==> config.mk <==
export PLATFORM = sky130hd
export DESIGN_NAME = sos_stage_sched
export DESIGN_NICKNAME = d
export VERILOG_FILES = /design/src/rtl/sos_pkg.sv /design/src/rtl/sos_stage_sched.sv
export SDC_FILE = /design/constraint.sdc
export NUM_CORES = 1
export LEC_CHECK = 0
export CAP_MARGIN = 15
export CELL_PAD_IN_SITES_DETAIL_PLACEMENT = 0
export CELL_PAD_IN_SITES_GLOBAL_PLACEMENT = 2
export CORE_ASPECT_RATIO = 0.5
export CORE_MARGIN = 2
export CORE_UTILIZATION = 27
export DETAILED_ROUTE_END_ITERATION = 7
export PLACE_DENSITY_LB_ADDON = 0.1
export SETUP_SLACK_MARGIN = 0.5
export SYNTH_ARGS = -nofsm -noshare
export SYNTH_HDL_FRONTEND = slang
export SYNTH_SLANG_ARGS = --single-unit
==> constraint.sdc <==
create_clock -name clk -period 2.34 [get_ports clk]
set_input_delay 0.702 -clock clk [delete_from_list [all_inputs] [get_ports clk]]
set_output_delay 0.702 -clock clk [all_outputs]
set_load 0.05 [all_outputs]
==> src/rtl/sos_pkg.sv <==
// Shared definitions for the cascaded-biquad stage scheduler:
// default geometry and the FSM state encoding.
`timescale 1ns/1ps
package sos_pkg;

   localparam int unsigned SOS_NUM_STAGES = 4;
   localparam int unsigned SOS_DW         = 24;
   localparam int unsigned SOS_TIMEOUT    = 64;
   localparam int unsigned SOS_CNT_W      = 11;

   typedef enum logic [1:0] {
      ST_IDLE  = 2'd0,
      ST_ISSUE = 2'd1,
      ST_WAIT  = 2'd2,
      ST_OUT   = 2'd3
   } sos_state_e;

endpackage

==> src/rtl/sos_stage_sched.sv <==
// Time-shares one external biquad unit across NUM_STAGES cascaded stages.
// One sample is in flight at a time: it is accepted in IDLE, walks through
// ISSUE/WAIT once per stage and is presented in OUT until downstream takes it.
// The output register adds one cycle in OUT, so out_valid rises
// 2*NUM_STAGES+1 edges after the accepting edge when the unit answers at once.
`timescale 1ns/1ps
module sos_stage_sched
   import sos_pkg::*;
#(
   parameter int unsigned NUM_STAGES = SOS_NUM_STAGES,
   parameter int unsigned DW         = SOS_DW,
   parameter int unsigned TIMEOUT    = SOS_TIMEOUT
) (
   input  logic                          clk,
   input  logic                          rst_n,
   input  logic                          enable,
   input  logic                          in_valid,
   output logic                          in_ready,
   input  logic [DW-1:0]                 in_data,
   output logic                          bq_start,
   output logic [$clog2(NUM_STAGES)-1:0] bq_stage,
   output logic [DW-1:0]                 bq_x,
   input  logic                          bq_done,
   input  logic [DW-1:0]                 bq_y,
   output logic                          out_valid,
   input  logic                          out_ready,
   output logic [DW-1:0]                 out_data,
   output logic                          busy,
   input  logic                          err_clr,
   output logic                          err_timeout,
   output logic [SOS_CNT_W-1:0]          sample_cnt
);

   localparam int unsigned SW = $clog2(NUM_STAGES);
   localparam int unsigned WW = $clog2(TIMEOUT + 1);
   localparam logic [SW-1:0]        LAST_STAGE = SW'(NUM_STAGES - 1);
   localparam logic [SW-1:0]        STAGE_ONE  = SW'(1);
   localparam logic [WW-1:0]        WAIT_LAST  = WW'(TIMEOUT - 1);
   localparam logic [WW-1:0]        WAIT_ONE   = WW'(1);
   localparam logic [SOS_CNT_W-1:0] CNT_ONE    = SOS_CNT_W'(1);

   sos_state_e           state_q, state_d;
   logic [DW-1:0]        cur_q, cur_d;
   logic [SW-1:0]        stage_q, stage_d;
   logic [WW-1:0]        wait_q, wait_d;
   logic                 err_q, err_d;
   logic [SOS_CNT_W-1:0] cnt_q, cnt_d;
   logic                 out_valid_q, out_valid_d;
   logic [DW-1:0]        out_data_q, out_data_d;
   logic                 accept_s, xfer_s, timeout_s;

   assign accept_s  = (state_q == ST_IDLE) && enable && in_valid;
   assign xfer_s    = (state_q == ST_OUT) && out_valid_q && out_ready;
   assign timeout_s = (state_q == ST_WAIT) && !bq_done && (wait_q == WAIT_LAST);

   // State and datapath registers; reset drops any in-flight sample.
   always_ff @(posedge clk or negedge rst_n) begin
      if (!rst_n) begin
         state_q     <= ST_IDLE;
         cur_q       <= '0;
         stage_q     <= '0;
         wait_q      <= '0;
         err_q       <= 1'b0;
         cnt_q       <= '0;
         out_valid_q <= 1'b0;
         out_data_q  <= '0;
      end else begin
         state_q     <= state_d;
         cur_q       <= cur_d;
         stage_q     <= stage_d;
         wait_q      <= wait_d;
         err_q       <= err_d;
         cnt_q       <= cnt_d;
         out_valid_q <= out_valid_d;
         out_data_q  <= out_data_d;
      end
   end

   // Next-state and datapath update; a result in WAIT wins over the timeout.
   always_comb begin
      state_d = state_q;
      cur_d   = cur_q;
      stage_d = stage_q;
      wait_d  = wait_q;
      cnt_d   = cnt_q;
      case (state_q)
         ST_IDLE: begin
            if (accept_s) begin
               cur_d   = in_data;
               stage_d = '0;
               state_d = ST_ISSUE;
            end else begin
               state_d = ST_IDLE;
            end
         end
         ST_ISSUE: begin
            wait_d  = '0;
            state_d = ST_WAIT;
         end
         ST_WAIT: begin
            if (bq_done) begin
               cur_d = bq_y;
               if (stage_q == LAST_STAGE) begin
                  state_d = ST_OUT;
               end else begin
                  stage_d = stage_q + STAGE_ONE;
                  state_d = ST_ISSUE;
               end
            end else if (timeout_s) begin
               wait_d  = wait_q + WAIT_ONE;
               cur_d   = '0;
               state_d = ST_IDLE;
            end else begin
               wait_d = wait_q + WAIT_ONE;
            end
         end
         ST_OUT: begin
            if (xfer_s) begin
               cnt_d   = cnt_q + CNT_ONE;
               state_d = ST_IDLE;
            end else begin
               state_d = ST_OUT;
            end
         end
         default: begin
            state_d = ST_IDLE;
         end
      endcase
   end

   // Sticky timeout flag and output register; a new timeout beats err_clr.
   always_comb begin
      if (timeout_s) begin
         err_d = 1'b1;
      end else if (err_clr) begin
         err_d = 1'b0;
      end else begin
         err_d = err_q;
      end
      out_valid_d = (state_q == ST_OUT) && !xfer_s;
      out_data_d  = out_valid_d ? cur_q : '0;
   end

   // Outputs decoded from the state register (in_ready also needs enable).
   always_comb begin
      in_ready = 1'b0;
      bq_start = 1'b0;
      bq_x     = '0;
      busy     = 1'b1;
      case (state_q)
         ST_IDLE: begin
            in_ready = rst_n && enable;
            busy     = 1'b0;
         end
         ST_ISSUE: begin
            bq_start = 1'b1;
            bq_x     = cur_q;
         end
         ST_WAIT: begin
            busy = 1'b1;
         end
         ST_OUT: begin
            busy = 1'b1;
         end
         default: begin
            busy = 1'b0;
         end
      endcase
   end

   assign bq_stage    = stage_q;
   assign out_valid   = out_valid_q;
   assign out_data    = out_data_q;
   assign err_timeout = err_q;
   assign sample_cnt  = cnt_q;

endmodule

Word level (Yosys, flattened, before mapping)
Index checks and enable logic that the tools add are counted.

Output and inout bits: 66. Word-level logic and storage cells: 62. Input port bits: 55. Register bits: 72.

Mux-type cells: 23. Eq/ne operators: 10. Reductions and logical operators: 18. Add/subtract/negate cells: 3.

Operators with widths (count): $mux W24 (5); $pmux W24 S2 (1); $mux W2 (7); $pmux W7 S2 (1); $add A11 B1 Y11 const B (1); $logic_and A1 B1 Y1 (8); $ne A2 B2 Y1 const B (4); $pmux W2 S4 (1); $add A7 B1 Y7 const B (1); $eq A7 B6 Y1 const B (1); $mux W7 (1); $eq A2 B2 Y1 const B (3); $mux W1 (6); $reduce_bool A2 Y1 (3); $pmux W2 S2 (1); $reduce_and A2 Y1 (2); $reduce_and A4 Y1 (1); $ne A3 B3 Y1 const B (1); $reduce_and A3 Y1 (1); $add A2 B1 Y2 const B (1); $eq A2 B1 Y1 const B (1); $logic_not A1 Y1 (2); $logic_not A2 Y1 (1).

Logic depth before layout (Yosys ltp)
Gate-level depths: netlist (run 1).

Depth in word-level cells: 6. Depth in mapped cells: 7. Mapped depth without buffers: 5.

Worst setup path after synthesis (run 1)
No wires, ideal clock.

Path kind: reg2out. Start: register state_q[1]. End: output port bq_x[18]. Path buffers: 3. Stages on the path, launching flop included: 7. Arrival time: 2.098 ns. Slack: -0.460 ns. Cells stage by stage: dfrtp_1 buf_4 nand2b_1 inv_1 clkbuf_1 clkbuf_1 and2_1.

Word-level cells in the longest chain between the ends: 2.

RTL lines: start, declared (RTL line sos_stage_sched.sv:42) `sos_state_e state_q, state_d;`; start signal, assigned (RTL line sos_stage_sched.sv:68) `state_q <= state_d;`; $eq A2 B1 Y1 (RTL line sos_stage_sched.sv:150) `case (state_q)`; $mux W24 (RTL line sos_stage_sched.sv:150); end, declared (RTL line sos_stage_sched.sv:22) `output logic [DW-1:0] bq_x,`.

No other way between the ends.

Worst setup path in the final report (run 1)
Start: register state_q[1]. End: output port bq_x[13].

The elaborated chain is that of the path after synthesis.

==> results.env, run 1 <==
VIA_COUNT=2849
CLOCK_SINK_COUNT=72
WORSTSETUPSTARTPOINT='state_q[1]'
SYNTHXORXNORAREAFRAC_PCT=3.416
DESIGN.DIE.AREA_MM2=0.01330
TIMING_WORST_SETUP_PATH_TYPE='register to output pin'
YS_TOP_CELLS_BY_AREA='dfrtp_1, and2_1, a21oi_1, a21oi_2, and3_1'
SYNTH.AVG_CELL_AREA_UM2=10.32
R2R_END='cur_q[13]'
MAX-VDD-IR-DROP_V=0.0004722
POST_SYNTHESIS_CELL_TYPE_WITH_THE_LARGEST_COMBINED_AREA='dfrtp_1'
WL_PER_CELL_UM=15.49
COMBINATIONAL_FAMILY_WITH_THE_MOST_AREA_AFTER_SYNTHESIS='simple AND/OR/NAND/NOR gates'
DRT_FIRST_ITER_VIOLATIONS=77
WORST_SKEW_PAIR.LATE_LATENCY_NS=0.33
TRITONCTS.NUM_BUFFERS=9
CRITPATHARRIVALTIME_NS=1.43
POSTSYNTHREGISTERBITS=72
FINALCRITICALPERIOD_NS=2.128
CLOCK-ROOT-BUFFER='clkbuf_16'
DPL_WORST_SLACK_NS=-0.007456
WORST_SLACK_NS=0.2121
MAXSLEWHEADROOM_PCT=62.74
MAX_FCLK_MHz=470.0
GLOBALPLACE.CONGESTION=0.7284
GRT_USAGE_PCT=15.41
YOSYSWARNINGCOUNT=0
FILL_CELLS=1138
ROUTE.ANTENNA.REMAINING_NETS=0
OUTCOME='finished, final reports clean'
SYNTH.CELL_AREA_MM2=0.003333
CTSHOLDBUFFERS=0
SYN_INST=323
SYNTH.YOSYS.SEQ_AREA_SHARE_PCT=54.05
WORSTREGTOREGCELLS=7
VIASPERCELL=4.544
WORST_SETUP_HOLD_PATH_CLK_SLEW_NS=0.06
DETAIL_ROUTE.DRC_VIOLATIONS=0
GRT_PASS1_WL_UM=15490
GRT_MAX_DEGREE=44
NETLIST.AREA_LEADER.SHARE_PCT=54.05
FP.DIEW_UM=161.1
NUMBER_OF_FAILING_HOLD_ENDPOINTS_AT_THE_FINAL_STAGE=0
SYNTHESIS.NETS=381
REG_TO_REG_START='state_q[1]'
TIMING_MAX_TRANSITION_VIOLATIONS_FINAL=0
MIN_PERIOD_OVER_PERIOD_PCT=90.94
PLACEABLECOREAREA_MM2=0.01191
FLOW.AREA_GROWTH_FROM_SYNTHESIS_PCT=65.02
SYNTH-ADDER-AREA-SHARE_PCT=1.126
GLOBALROUTEOVERFLOWTOTAL=0
CP_DATA_REQUIRED_TIME_NS=1.64
ROWS=28
SYNTH_EDF_COUNT=0
START_KIND='register'
SYNTH_MUX_AREA_SHARE_PCT=0.6381
SYNTH.MOST_COMMON_CELL='dfrtp_1'
TIMING.CRITICAL_PATH.FANOUT_MAX=16
PORT_BUFFERS=120
WORST_CLOCK_SKEW_NS=0.007344
DP_HPWL_UM=6918
LAYOUT.NETS=515
SYNTH-SIMPLE-AREA-SHARE_PCT=21.36
SYNTH.LIB_CELLS_USED.DISTINCT=33
DRT-PASS1-ITER-COUNT=4
FIRST_GLOBAL_VIAS=2970
GRT_ANTENNA_BEFORE_REPAIR=0
POWER_PER_CELL_AREA_mW_PER_MM2=1313
WORST_HOLD_PATH_TYPE='register to register'
FINAL_AREA_MM2=0.005500
TIMING.HOLD.WORST.START='sample_cnt[10]'
UNREPAIRED_SETUP_ENDPOINTS_AFTER_GLOBAL_ROUTING='true'
DRT-TOTAL-WL_UM=9713
P_LEAK_nW=2.492
HOLD-PATH-CELL-COUNT=1
SYNTH-ASYNC-RESET-RATIO_PCT=100.0
POST_ROUTE_CELLS_DRIVE_ABOVE_1_SHARE_PCT=35.71
INITIAL_UTIL_PCT=27.98
TRITONCTS='yes'
PLACEMENT.CELL_AREA_MM2=0.005114
NUM_IO_PINS=121
REGTOREGSETUPSLACK_NS=0.63
H-TREE-DEPTH=3
SETUP_VIOL=0
ANTENNA_CELLS_INSERTED=0
CLOCK_TREE.BUFFER_DEPTH=2
WORST_PIN_SLEW_NS=0.5590
DIE_H_UM=82.57
HOLDPATHEND='sample_cnt[10]'
CRITICAL_PATH_ENDPOINT_CATEGORY='output pin'
MAX_CAP_VIOLATIONS=0
SHARE_OF_THE_SYNTHESIZED_AREA_IN_COMPOUND_GATES_AO_OA_AOI_OAI_PCT=15.54
SYNTH_TOP_FLOP_CELL='dfrtp_1'
SYNTHTOPCELLSBYCOUNT='dfrtp_1, a21oi_1, and2_1'
-- what timing repair did --
item	CTS	global route
setup endpoints to repair	70	42
pin swaps	4	4
setup buffers	6	2
gates resized for setup	147	14
endpoints found under the hold margin	0	0
-- stage by stage --
| stage | std cells | power (mW) | hold WS [ns] | TNS [ns] | util [%] |
|---|---|---|---|---|---|
| 6_report | 627 | 7.221 | 0.4738 | 0 | 46.18 |
| 3_5_place_dp | 603 | 5.832 | 0.4736 | -0.007456 | 42.93 |
| 2_1_floorplan | 323 | 4.269 | 0.4064 | 0 | - |
| 3_3_place_gp | 603 | 5.772 | 0.4655 | 0 | 42.93 |
| 4_1_cts | 625 | 7.286 | 0.4852 | 0 | 46.23 |
| 5_1_grt | 627 | 7.634 | 0.4911 | 0 | 46.18 |
-- how the worst max path moves through the flow --
| stage | to | slack (ns) | depth (start not counted) |
|---|---|---|---|
| after CTS | bq_x[15] | 0.21 | 5 |
| final | bq_x[13] | 0.21 | 5 |
| after global placement | in_ready | 0.08 | 4 |
| after global routing | bq_x[17] | 0.14 | 5 |
| after detailed placement | sample_cnt[7] | -0.007 | 5 |
| after floorplan | bq_x[18] | 0.42 | 6 |
-- power breakdown --
group / total, mW / switching, mW / internal (mW) / leakage [nW]
Clock: 1.32 / 0.503 / 0.821 / 0.140
Sequential: 1.89 / 0.256 / 1.63 / 0.926
Combinational: 4.01 / 2.29 / 1.72 / 1.43
Total: 7.22 / 3.04 / 4.18 / 2.49
-- cells by family after synthesis --
| group | after synthesis |
|---|---|
| AND/OR/NAND/NOR | 122 |
| XOR/XNOR | 13 |
| buffers and inverters | 26 |
| multiplexers | 2 |
| adder cells (fa/ha/maj) | 3 |
| flip-flops | 72 |
| AO/OA/AOI/OAI | 85 |
-- critical path: stages, from the launching register on --
cell	delay (ns)
dfrtp_1	0.40
nand2b_4	0.17
inv_4	0.07
buf_12	0.14
and2_2	0.17
buf_12	0.13
-- registers in the layout (all words and copies together), names as in the netlist --
signal	flops
cur_q	24
out_data	24
wait_q	7
bq_stage	2
sample_cnt	11
out_valid	1
err_timeout	1
state_q	2
-- cells in the final DEF (no fill, tap or decap), drive strengths merged, types with 2 or more instances in the layout --
master | netlist | final
and2 | 51 | 51
xnor2 | 3 | 3
xor2 | 10 | 10
nand3 | 4 | 4
clkdlybuf4s50 | 0 | 50
and3 | 25 | 25
buf | 6 | 64
clkbuf | 17 | 13
nor3 | 4 | 4
nand2b | 3 | 3
nand4 | 6 | 6
ha | 3 | 3
clkdlybuf4s15 | 0 | 27
o21ai | 5 | 5
dfrtp | 72 | 72
inv | 3 | 3
a21oi | 75 | 75
nor2 | 10 | 10
clkinv | 0 | 3
nand2 | 13 | 13
nor2b | 2 | 2
dlygate4sd2 | 0 | 2
-- layout make-up --
class                           instances  area [um^2]  share of cell area (%)
Inverter                                3        13.76                  0.2502
Clock inverter                          4        45.04                  0.8189
Multi-Input combinational cell        225         1499                   27.25
Clock buffer                           12        236.5                   4.299
Tap cell                              165        206.4                   3.753
Timing Repair Buffer                  146         1698                   30.87
Sequential cell                        72         1802                   32.76
-- layer usage --
metal / share of wire, % / global-route usage, %
met5: 0 / 0
met4: 1.3 / 4.821
met3: 5.8 / 5.395
met2: 47 / 25.75
met1: 46 / 19.09
Power figures use the tool's default switching activity.
==> inputs of run 2 (changes only) <==
- ABC_CLOCK_PERIOD_IN_PS: not set -> 2340
==> results of run 2 <==
Same layout as run 1: the final DEF is identical, and so are final timing and power.
==> inputs of run 3 (changes only) <==
- CELL_PAD_IN_SITES_DETAIL_PLACEMENT: 0 -> 1
- CELL_PAD_IN_SITES_GLOBAL_PLACEMENT: 2 -> 1
- CORE_MARGIN: 2 -> 5
- CORE_UTILIZATION: 27 -> 33
- GPL_TIMING_DRIVEN: not set -> 0
==> results.env, run 3 (synthesis gave the netlist of run 1 again) <==
PLACEABLECOREAREA_MM2=0.009634  # -19%
CRITICAL_PATH_ENDPOINT_CATEGORY='output pin'
DESIGN.DIE.AREA_MM2=0.01233  # -7.3%
PLACEMENT.CELL_AREA_MM2=0.004820  # -5.7%
REGTOREGSETUPSLACK_NS=0.49  # -0.14 ns
FINAL_AREA_MM2=0.005852  # +6.4%
CLOCK_SINK_COUNT=72  # unchanged
WORST_HOLD_PATH_TYPE='input port to async pin'
MIN_PERIOD_OVER_PERIOD_PCT=98.38  # +7.4 points
FINAL_CELL_MIX='dfrtp_1, clkdlybuf4s50_1, a21oi_1'
DRT-TOTAL-WL_UM=12280  # +26%
DRT_FIRST_ITER_VIOLATIONS=80  # +3.9%
CPMAXSTAGEDELAYCELL='dfrtp_1'
TIMING_MAX_TRANSITION_VIOLATIONS_FINAL=0  # unchanged
FINALCRITICALPERIOD_NS=2.302  # +0.1742 ns
ROWS=25  # -11%
ROUTE.ANTENNA.REMAINING_NETS=0  # unchanged
FIRST_GLOBAL_VIAS=3523  # +19%
R2R_END='cur_q[14]'
CLOCK_TREE.BUFFER_DEPTH=2  # unchanged
PORT_BUFFERS=120  # unchanged
DIE_H_UM=81.07  # -1.8%
WORST_SKEW_PAIR.LATE_LATENCY_NS=0.33  # about the same
TIMING_WORST_SETUP_PATH_TYPE='register to output pin'
GRT_ANTENNA_BEFORE_REPAIR=0  # unchanged
GLOBALROUTEOVERFLOWTOTAL=0  # unchanged
FILL_CELLS=1025  # -9.9%
MAX_CAP_VIOLATIONS=0  # unchanged
SETUP_TNS_NS=0  # unchanged
WORST_PIN_SLEW_NS=0.4055  # -0.1535 ns
LAYOUT.NETS=542  # +5.2%
FINAL_COMMON_CELL='dfrtp_1'
DRT-PASS1-ITER-COUNT=4  # unchanged
WORST_CLOCK_SKEW_NS=0.006215  # -0.001129 ns
DP_HPWL_UM=8019  # +16%
VIASPERCELL=4.952  # +9.0%
GRT_MAX_DEGREE=49  # +11%
UNREPAIRED_SETUP_ENDPOINTS_AFTER_GLOBAL_ROUTING='true'
PATH_BUF_INV=5  # +2
CP_DATA_REQUIRED_TIME_NS=1.64  # about the same
FLOW.AREA_GROWTH_FROM_SYNTHESIS_PCT=75.56
START_KIND='register'
CRITICAL-PATH-MAX-STAGE-DELAY_NS=0.37  # -0.03 ns
LAYOUT.CORE_UTILIZATION_PCT=60.74  # +15 points
GLOBALPLACE.CONGESTION=0.7950  # +9.1%
NUM_IO_PINS=121  # unchanged
ANTENNA_CELLS_INSERTED=0  # unchanged
MAX-VDD-IR-DROP_V=0.0006332  # +34%
CRITPATHARRIVALTIME_NS=1.60  # +0.17 ns
GRT_PASS1_WL_UM=18550  # +20%
POST_ROUTE_CELLS_DRIVE_ABOVE_1_SHARE_PCT=42.13  # +6.4 points
TIMING.CRITICAL_PATH.DEPTH=7  # +2
WORST_SETUP_HOLD_PATH_CLK_SLEW_NS=0.06  # about the same
CLOCK-ROOT-BUFFER='clkbuf_16'
TRITONCTS='yes'
SETUP_VIOL=0  # unchanged
P_LEAK_nW=2.691  # +8.0%
WORSTREGTOREGCELLS=10  # +3
MAX_FCLK_MHz=434.4  # -7.6%
TRITONCTS.NUM_BUFFERS=9  # unchanged
PATH_DELAY_FAMILY='buffers and inverters'
POWER_PER_CELL_AREA_mW_PER_MM2=1359  # +3.5%
CTSHOLDBUFFERS=0  # unchanged
H-TREE-DEPTH=3  # unchanged
NUMBER_OF_FAILING_HOLD_ENDPOINTS_AT_THE_FINAL_STAGE=0  # unchanged
MAXSLEWHEADROOM_PCT=72.97  # +10 points
REG_TO_REG_START='state_q[1]'
INITIAL_UTIL_PCT=34.60  # +6.6 points
CRITPATHMOSTFREQUENTCELL='buf_8'
MULTI_INPUT_AREA_MM2=0.001647  # +9.8%
HOLD-WORST-SLACK_NS=0.2316  # -0.2422 ns
TIMING.CRITICAL_PATH.FANOUT_MAX=8  # -8
REGAREA_MM2=0.001802  # unchanged
DETAIL_ROUTE.DRC_VIOLATIONS=0  # unchanged
VIA_COUNT=3090  # +8.5%
WL_PER_CELL_UM=19.67  # +27%
GRT_USAGE_PCT=19.20  # +3.8 points
FP.DIEW_UM=152.1  # -5.6%
OUTCOME='finished, final reports clean'
WORSTPATHCELLLIST='buf_6, nand2b_4, inv_8, buf_8, clkbuf_16, and2_4, buf_8'
-- run 3: cell count changes in the layout (fill, tap and decap cells not counted), moves of 5 or more --
cell,before,now
and2_4,19,25
buf_8,1,29
a21oi_2,21,28
buf_12,30,9
a21oi_4,0,7
buf_2,9,14
a21oi_1,54,40
and2_2,6,0
-- run 3: power breakdown --
group	switching [mW]	total [mW]	internal, mW
registers	0.279	1.91	1.63
clock network	0.505	1.33	0.825
logic	2.62	4.71	2.09
total	3.40	7.95	4.55
-- run 3: layout make-up --
| cell class | count | share of cell area, % |
|---|---|---|
| flip-flops and latches | 72 | 30.79 |
| repair buffers | 150 | 28.99 |
| multi-input cells | 225 | 28.14 |
| clock buffers | 13 | 4.105 |
| plain buffers | 23 | 4.041 |
| well taps | 135 | 2.886 |
| clock inverters | 3 | 0.7270 |
| inverters | 3 | 0.3207 |
-- run 3: timing repair --
item / 4_1_cts / 5_1_grt
pin swaps: 5 / 6
setup buffers: 17 / 8
endpoints found under the setup margin: 117 / 79
gates cloned: 1 / 3
gates resized for setup: 380 / 85
-- run 3: how the worst max path moves through the flow --
stage                     startpoint       end  slack (ns)
final                     state_q[1]  bq_x[22]        0.04
after global routing      state_q[1]  bq_x[21]       -0.02
after CTS                 state_q[1]  bq_x[21]        0.03
after detailed placement      enable  in_ready       -0.60
after global placement         rst_n  in_ready       -3.32
after floorplan           state_q[1]  bq_x[18]        0.42
-- run 3: metal layers --
layer / global-route usage (%) / up-vias / wire, um / part of all wire (%)
li1: - / 1424 / - / -
met1: 21.35 / 1555 / 5029 / 41
met2: 35.75 / 91 / 6412 / 52
met3: 5.801 / 20 / 598 / 4.9
met4: 6.726 / 0 / 237 / 1.9
met5: 0 / - / 0 / 0
-- run 3: stage by stage --
| stage | cells | setup WS, ns | total power [mW] |
|---|---|---|---|
| after floorplan | 323 | 0.4191 | 4.269 |
| after global routing | 624 | -0.01633 | 8.357 |
| after global placement | 578 | -3.324 | 5.312 |
| final | 624 | 0.03794 | 7.954 |
| after detailed placement | 579 | -0.5990 | 5.447 |
| after CTS | 613 | 0.02507 | 7.319 |
